File: config.mk
export PLATFORM = sky130hd
export DESIGN_NAME = inputport_rx_flat
export DESIGN_NICKNAME = d
export VERILOG_FILES = /design/src/rtl/inputport_rx_if.sv /design/src/rtl/inputport_rx.sv /design/src/flat_wrapper.sv
export SDC_FILE = /design/constraint.sdc
export NUM_CORES = 1
export LEC_CHECK = 0
export CAP_MARGIN = 25
export CORE_MARGIN = 4
export CORE_UTILIZATION = 50
export DETAILED_ROUTE_END_ITERATION = 10
export PLACE_DENSITY = 0.74
export SYNTH_ARGS = -nofsm -noshare
export SYNTH_HDL_FRONTEND = slang
export SYNTH_SLANG_ARGS = --single-unit
export TNS_END_PERCENT = 50
File: constraint.sdc
create_clock -name clk_inputport -period 3.2 [get_ports clk_inputport]
set_input_delay 0.48 -clock clk_inputport [delete_from_list [all_inputs] [get_ports clk_inputport]]
set_output_delay 0.48 -clock clk_inputport [all_outputs]
set_load 0.01 [all_outputs]
File: src/rtl/inputport_rx_if.sv
// inputport_rx_if: bundle of the receive-stage handshake and status signals.
//   valid_in, din    : asynchronous valid level and bundled data from the input port
//   take             : one-cycle capture pulse back upstream
//   dout, dout_valid : head-of-FIFO word and non-empty flag toward the core
//   dout_ready       : core accepts dout when dout_valid && dout_ready
//   count, full      : FIFO occupancy and full flag
//   overflow         : sticky word-dropped flag
interface inputport_rx_if #(
    parameter int WIDTH = 8,
    parameter int CW    = 3
);
    logic             valid_in;
    logic [WIDTH-1:0] din;
    logic             take;
    logic [WIDTH-1:0] dout;
    logic             dout_valid;
    logic             dout_ready;
    logic [CW-1:0]    count;
    logic             full;
    logic             overflow;

    modport slave (
        input  valid_in, din, dout_ready,
        output take, dout, dout_valid, count, full, overflow
    );

    modport master (
        output valid_in, din, dout_ready,
        input  take, dout, dout_valid, count, full, overflow
    );
endinterface

File: src/rtl/inputport_rx.sv
// inputport_rx: synchronises the input port's valid level, edge-detects it and captures din into an FWFT FIFO.
//   clk_inputport : sole clock, rising edge
//   reset         : synchronous, active-low
//   rx            : slave side of inputport_rx_if (valid_in/din in, dout/dout_valid/dout_ready out to core,
//                   take/count/full/overflow status)
module inputport_rx #(
    parameter int WIDTH = 8,
    parameter int DEPTH = 4,
    parameter int CW    = 3
) (
    input logic          clk_inputport,
    input logic          reset,
    inputport_rx_if.slave rx
);
    localparam int AW = $clog2(DEPTH);

    logic             s1_q, s1_d, s2_q, s2_d, s2_dly_q, s2_dly_d;
    logic [1:0]       live_q, live_d;
    logic             arm_q, arm_d;
    logic             take_q, take_d;
    logic             overflow_q, overflow_d;
    logic [AW-1:0]    wr_ptr_q, wr_ptr_d, rd_ptr_q, rd_ptr_d;
    logic [CW-1:0]    count_q, count_d;
    logic [WIDTH-1:0] mem_q [DEPTH];
    logic             cap, pop, push, drop, empty, is_full;

    // The synchroniser's reset zeros are not real samples of valid_in, so a level that
    // was already high across reset would look like a fresh rise. live_q marks when s2
    // carries a genuine sample; edges are armed only once valid has been seen low after that.
    assign cap     = s2_q & ~s2_dly_q & arm_q;
    assign empty   = count_q == '0;
    assign is_full = count_q == CW'(DEPTH);
    assign pop     = ~empty & rx.dout_ready;
    assign push    = cap & (~is_full | pop);
    assign drop    = cap & is_full & ~pop;

    always_comb begin
        s1_d       = rx.valid_in;
        s2_d       = s1_q;
        s2_dly_d   = s2_q;
        live_d     = {live_q[0], 1'b1};
        arm_d      = arm_q | (live_q[1] & ~s2_q);
        take_d     = cap;
        overflow_d = overflow_q | drop;
        wr_ptr_d   = push ? wr_ptr_q + AW'(1) : wr_ptr_q;
        rd_ptr_d   = pop ? rd_ptr_q + AW'(1) : rd_ptr_q;
        count_d    = count_q + CW'(push) - CW'(pop);
    end

    always_ff @(posedge clk_inputport) begin
        if (!reset) begin
            s1_q       <= 1'b0;
            s2_q       <= 1'b0;
            s2_dly_q   <= 1'b0;
            live_q     <= '0;
            arm_q      <= 1'b0;
            take_q     <= 1'b0;
            overflow_q <= 1'b0;
            wr_ptr_q   <= '0;
            rd_ptr_q   <= '0;
            count_q    <= '0;
        end else begin
            s1_q       <= s1_d;
            s2_q       <= s2_d;
            s2_dly_q   <= s2_dly_d;
            live_q     <= live_d;
            arm_q      <= arm_d;
            take_q     <= take_d;
            overflow_q <= overflow_d;
            wr_ptr_q   <= wr_ptr_d;
            rd_ptr_q   <= rd_ptr_d;
            count_q    <= count_d;
        end
    end

    // Storage needs no reset: contents are only visible through a non-zero count.
    always_ff @(posedge clk_inputport) begin
        if (reset && push) mem_q[wr_ptr_q] <= rx.din;
    end

    assign rx.take       = take_q;
    assign rx.count      = count_q;
    assign rx.full       = is_full;
    assign rx.overflow   = overflow_q;
    assign rx.dout_valid = ~empty;
    assign rx.dout       = empty ? '0 : mem_q[rd_ptr_q];
endmodule

File: src/flat_wrapper.sv
// flat-port wrapper written by rule: the top's interface ports become plain ports
module inputport_rx_flat 
#(
    parameter int WIDTH = 8,
    parameter int DEPTH = 4,
    parameter int CW    = 3
)
  (clk_inputport, reset, rx_valid_in, rx_din, rx_dout_ready, rx_take, rx_dout, rx_dout_valid, rx_count, rx_full, rx_overflow);
  inputport_rx_if #(.WIDTH(WIDTH), .CW(CW)) rx_i ();
  input logic clk_inputport;
  input logic reset;
  input wire logic [$bits(rx_i.valid_in)-1:0] rx_valid_in;
  input wire logic [$bits(rx_i.din)-1:0] rx_din;
  input wire logic [$bits(rx_i.dout_ready)-1:0] rx_dout_ready;
  output wire logic [$bits(rx_i.take)-1:0] rx_take;
  output wire logic [$bits(rx_i.dout)-1:0] rx_dout;
  output wire logic [$bits(rx_i.dout_valid)-1:0] rx_dout_valid;
  output wire logic [$bits(rx_i.count)-1:0] rx_count;
  output wire logic [$bits(rx_i.full)-1:0] rx_full;
  output wire logic [$bits(rx_i.overflow)-1:0] rx_overflow;
  assign rx_i.valid_in = rx_valid_in;
  assign rx_i.din = rx_din;
  assign rx_i.dout_ready = rx_dout_ready;
  assign rx_take = rx_i.take;
  assign rx_dout = rx_i.dout;
  assign rx_dout_valid = rx_i.dout_valid;
  assign rx_count = rx_i.count;
  assign rx_full = rx_i.full;
  assign rx_overflow = rx_i.overflow;
  inputport_rx #(.WIDTH(WIDTH), .DEPTH(DEPTH), .CW(CW)) u_core (.clk_inputport(clk_inputport), .reset(reset), .rx(rx_i));
endmodule
==> results of run 1 <==
## path summary, 6_finish.rpt
check,start,end,cells past startpoint
max,flop,rx_dout[1],3
min,u_core.s1_q,u_core.s2_dly_d,1
max reg2reg,u_core.rx.count[1],u_core.rx.count[2],11
min reg2reg,u_core.s1_q,u_core.s2_dly_d,1
## kinds of logic after synthesis
kind of cell             share of synthesized area [%]
flip-flops                                       66.62
AND/OR/NAND/NOR                                  12.36
buffers and inverters                            2.690
multiplexers                                     10.25
AO/OA/AOI/OAI                                    2.306
adder cells (fa/ha/maj)                          4.869
XOR/XNOR                                        0.8970
## per-layer routing
layer	track usage, %	part of all wire, %
met2	22.56	51
met4	5.957	1.2
met5	0	0
met3	3.453	3.3
met1	17.36	44
## cells in the mapped netlist, types with 2 or more instances
cell	n	area (um2)
buf_2	2	10.01
and2_1	10	62.56
dfxtp_1	17	340.3
ha_1	6	75.07
o21ai_0	2	10.01
edfxtp_1	32	960.9
inv_1	6	22.52
xnor2_1	2	17.52
mux2i_1	2	20.02
o21a_1	2	15.01
nand2_1	7	26.28
nor3b_1	2	15.01
nor2b_1	12	75.07
a21boi_1	2	15.01
mux4_2	8	180.2
nor3_2	2	20.02
## power groups by stage
stage,clock (uW),sequential (uW),combinational (uW)
2_1_floorplan,0,764,320
3_3_place_gp,0,791,531
3_5_place_dp,0,794,546
4_1_cts,415,779,550
5_1_grt,445,787,581
6_report,409,777,541
## sequential cells by signal (all words and copies together), names as in the netlist, named ones only
register            flops
u_core.arm_q            1
u_core.live_q           2
u_core.mem_q           32
u_core.rd_ptr_q         2
u_core.rx.count         3
u_core.rx.overflow      1
u_core.rx.take          1
u_core.s1_q             1
u_core.s2_dly_d         1
u_core.s2_dly_q         1
u_core.wr_ptr_q         2
## layout make-up
| type | count | area, um2 | share of cell area [%] |
|---|---|---|---|
| flip-flops and latches | 49 | 1301 | 54.91 |
| multi-input cells | 63 | 599.3 | 25.29 |
| repair buffers | 28 | 275.3 | 11.62 |
| clock buffers | 8 | 111.4 | 4.699 |
| well taps | 48 | 60.06 | 2.534 |
| inverters | 6 | 22.52 | 0.9504 |
## critical path: stages, from the launching register on
cell and delay, ps:
dfxtp_1 660, mux4_2 570, nor2b_1 140, clkdlybuf4s50_1 490
## metrics by stage
step,util [%],hold WS (ps)
floorplan,-,411.9
global placement,60.77,416.2
detailed placement,60.77,425.4
CTS,63.77,444.4
global route,63.77,475.2
finish,63.77,437.8
==> flow_metrics.py, run 1 <==
metrics = {
    "critical_path": {
        "setup.worst_path.class": "flop to output pin",
        "critical_path_required_ps": 2720,
        "start_kind": "flop",
        "endpoint_kind": "output pin",
        "reg2reg_slack_ps": 770,
        "cp.arrival_ps": 2150,
        "crit_fanout": 8,
    },
    "sta": {
        "setup_viol": 0,
        "setup_tns_ps": 0,
        "setup_ws_ps": 568.8,
        "timing.final.crit_share_pct": 82.23,
        "relSlewSlack_pct": 64.54,
        "fmax_ghz": 0.3800,
        "rsz0062_at_grt": "false",
        "skew_ps": 7.424,
        "period_needed_ps": 2631,
        "worst_slew_pin_slew_ps": 531.2,
        "hold_violations": 0,
        "drv_slew": 0,
    },
    "power": {
        "power.static_leakage_uw": 0.0008114,
        "peakVddDrop_uv": 304.9,
        "p_sw_share_pct": 27.34,
        "internal_power_uw": 1255,
        "comb_power_share_pct": 31.3,
        "p_per_area_nw_per_um2": 729.0,
        "switchingPower_uw": 472.3,
        "report.power.total_uw": 1728,
        "pwr-share-clk_pct": 23.7,
        "seqPwrFrac_pct": 45.0,
    },
    "clocking": {
        "cts_made_buffers": 5,
        "cts.sinks": 49,
        "clock_tree.buffer_depth": 2,
        "h-tree-depth": 2,
        "cts_setup_buffers": 0,
        "cts_tree": "done",
        "cts_hold_buffers": 0,
        "path_clk_slew_ps": 90,
        "cts-root-buf": "clkbuf_8",
        "clk_latency_ps": 290,
        "cts_resized": 0,
    },
    "drt": {
        "viasPerCell": 5.020,
        "post-route-drc-count": 0,
        "drt-pass1-iter-count": 4,
        "ant_nets": 0,
        "drt_iter0_drc": 50,
        "wl_mm": 3.138,
        "num_vias": 1014,
        "wl_per_cell_um": 15.53,
    },
    "layout": {
        "fin_area_um2": 2370,
        "nNetsFinal": 172,
        "mostFrequentLayoutCells": "edfxtp_1, clkdlybuf4s50_1, dfxtp_1",
        "final_common_cell": "edfxtp_1",
        "area_growth_pct": 21.33,
        "nFillCells": 284,
        "instances_no_fill": 202,
        "antenna-diode-count": 0,
        "drive_gt1_share_pct": 12.99,
    },
    "yosys": {
        "async_flop_share_pct": 0,
        "synth_cell_types": 25,
        "synth_area_um2": 1953,
        "synth_nets": 142,
        "syn-instance-count": 123,
        "ys_seq_area_share_pct": 66.62,
        "synth_ff_type": "edfxtp_1",
        "synth_edf_count": 32,
        "synth_seq_cells": 49,
        "avgSynthCellArea_um2": 15.88,
        "yosys_warnings": 0,
    },
    "floorplan": {
        "initial_utilization_pct": 52.56,
        "io_pins": 27,
        "die_y_um": 70.50,
        "die-area_um2": 4970,
        "die_x_um": 70.50,
        "coreArea_um2": 3716,
        "fp-row-count": 22,
    },
    "placement": {
        "placed_cell_area_um2": 2258,
        "placement.io_buffers": 26,
        "place_congestion": 0.6880,
        "hpwl_mm": 2.229,
        "dpl_worst_slack_ps": 502.3,
        "dp_cells": 194,
    },
    "global_routing": {
        "grt_antenna_before_repair": 0,
        "track_usage_pct": 13.78,
        "grt_pass1_wl_mm": 5.168,
        "grt_overflow": 0,
        "grt_start_max_net_pins": 19,
        "first_global_vias": 1078,
    },
    "job": {
        "maxCapViolCount": 0,
    },
    "worst_hold_path": {
        "hp-class": "flop to flop",
    },
    "status": {
        "status": "complete, no violations",
    },
}
No activity file was read; power rests on OpenSTA's default activity.
==> inputs of run 2 (changes only) <==
- clock period: 3.2 -> 2.6 ns (I/O delays scaled with it)
==> run 2 against run 1 <==
Die area unchanged. Global-route usage down 0.74 points. Clock skew down 4.0 ps. Final area down 0.95%. Sequential share of layout area up 0.53 points. Worst hold slack better by 1.7 ps. Total power up 17%. Critical path type unchanged. Critical endpoint is now rx_dout[5].
==> flow_metrics.py, run 2 (synthesis results as in run 1) <==
metrics = {
    "worst_hold_path": {
        "hp-class": "flop to flop",
    },
    "drt": {
        "wl_met1_mm": 1.319,
        "drt_iter0_drc": 65,
        "met2_length_mm": 1.597,
        "ant_nets": 0,
        "route.met3.wl_um": 105,
        "wl_mm": 3.040,
        "viasPerCell": 5.069,
        "num_vias": 1029,
        "wl_per_cell_um": 14.98,
        "drt-pass1-iter-count": 4,
        "top_layer": "met4",
        "post-route-drc-count": 0,
    },
    "critical_path": {
        "cp.arrival_ps": 1930,
        "slowest_stage": "mux4_2",
        "setup.worst_path.class": "flop to output pin",
        "start_kind": "flop",
        "critical_path_required_ps": 2210,
        "crit_fanout": 8,
        "crit_path_max_incr_delay_ps": 520,
        "endpoint_kind": "output pin",
        "crit_chain": "buf_4 > mux4_2 > nor2b_1 > clkdlybuf4s50_1",
    },
    "layout": {
        "fin_util_pct": 63.17,
        "multiInputGateArea_um2": 599.3,
        "largest-register": "u_core.mem_q",
        "largest_reg_flops": 32,
        "mostFrequentLayoutCells": "edfxtp_1, clkdlybuf4s50_1, dfxtp_1",
        "fin_area_um2": 2347,
        "antenna-diode-count": 0,
        "drive_gt1_share_pct": 12.90,
        "layout.area.seq_um2": 1301,
        "area_growth_pct": 20.18,
        "nFillCells": 280,
        "nNetsFinal": 173,
        "final_common_cell": "edfxtp_1",
    },
    "sta": {
        "drv_slew": 0,
        "hold_slack_ps": 439.5,
        "relSlewSlack_pct": 70.38,
        "timing.final.crit_share_pct": 89.26,
        "period_needed_ps": 2321,
        "worst_slew_pin_slew_ps": 444.2,
        "hold_violations": 0,
        "setup_viol": 0,
        "skew_ps": 3.404,
        "setup_ws_ps": 279.4,
        "setup_tns_ps": 0,
        "rsz0062_at_grt": "false",
        "fmax_ghz": 0.4309,
    },
    "floorplan": {
        "initial_utilization_pct": 52.56,
        "coreArea_um2": 3716,
        "fp-row-count": 22,
        "io_pins": 27,
        "die-area_um2": 4970,
        "die_y_um": 70.50,
        "die_x_um": 70.50,
    },
    "clocking": {
        "clock_tree.buffer_depth": 2,
        "cts_made_buffers": 5,
        "cts_hold_buffers": 0,
        "h-tree-depth": 2,
        "path_clk_slew_ps": 80,
        "cts_tree": "done",
        "cts-root-buf": "clkbuf_8",
        "cts_resized": 0,
        "cts_setup_buffers": 0,
        "clk_latency_ps": 280,
        "cts.sinks": 49,
    },
    "power": {
        "peakVddDrop_uv": 489.9,
        "p_per_area_nw_per_um2": 860.1,
        "power.static_leakage_uw": 0.0008030,
    },
    "placement": {
        "place_congestion": 0.7038,
        "dpl_worst_slack_ps": 19.98,
        "hpwl_mm": 2.266,
        "placed_cell_area_um2": 2266,
        "placement.io_buffers": 26,
    },
    "global_routing": {
        "track_usage_pct": 13.04,
        "grt_start_max_net_pins": 19,
        "grt_overflow": 0,
        "grt_antenna_before_repair": 0,
        "first_global_vias": 1082,
        "grt_pass1_wl_mm": 4.988,
    },
    "job": {
        "maxCapViolCount": 0,
    },
    "status": {
        "status": "complete, no violations",
    },
}
[run 2: cell count changes in the layout (fill, tap and decap cells not counted), sizes merged]
cell and change:
clkbuf -3, clkinv +3, buf +1
[run 2: power breakdown]
part | total, uW | leakage, uW | internal, uW | switching, uW
combinational | 694 | 0.000333 | 405 | 289
clock | 397 | 0.0000430 | 181 | 216
sequential | 927 | 0.000427 | 872 | 55.2
[run 2: layout make-up]
class / count / area share, %
Clock inverter: 3 / 0.5330
Tap cell: 48 / 2.559
Clock buffer: 5 / 2.932
Inverter: 6 / 0.9595
Multi-Input combinational cell: 63 / 25.53
Sequential cell: 49 / 55.44
Timing Repair Buffer: 29 / 12.05
[run 2: worst paths after layout]
| path | startpoint | end | slack, ps | depth (start not counted) |
|---|---|---|---|---|
| worst max-delay path | flop | rx_dout[5] | 280 | 4 |
| worst min-delay path | u_core.s1_q | u_core.s2_dly_d | 440 | 1 |
| worst max register to register | u_core.rx.count[1] | u_core.rx.count[2] | 400 | 10 |
| worst min register to register | u_core.s1_q | u_core.s2_dly_d | 440 | 1 |
[run 2: critical path, delay by kind of cell (launching register included)]
kind                   cells  cell delay [ps]
buffers and inverters      2              670
flip-flops                 1              310
multiplexers               1              520
AND/OR/NAND/NOR            1              140
[run 2: stage by stage]
| step | std cells | total power (uW) |
|---|---|---|
| after floorplan | 123 | 1333 |
| after global placement | 195 | 1636 |
| after detailed placement | 195 | 1656 |
| after CTS | 203 | 2049 |
| after global routing | 203 | 2138 |
| final | 203 | 2019 |
[run 2: metal layers]
layer	vias up	track usage, %
li1	504	-
met1	507	15.89
met2	16	22.04
met3	2	4.029
met4	0	4.255
met5	-	0
==> inputs of run 3 (changes only) <==
- CAP_MARGIN: 25 -> not set
==> results of run 3 <==
Same layout as run 2: the final DEF is identical, and so are final timing and power.
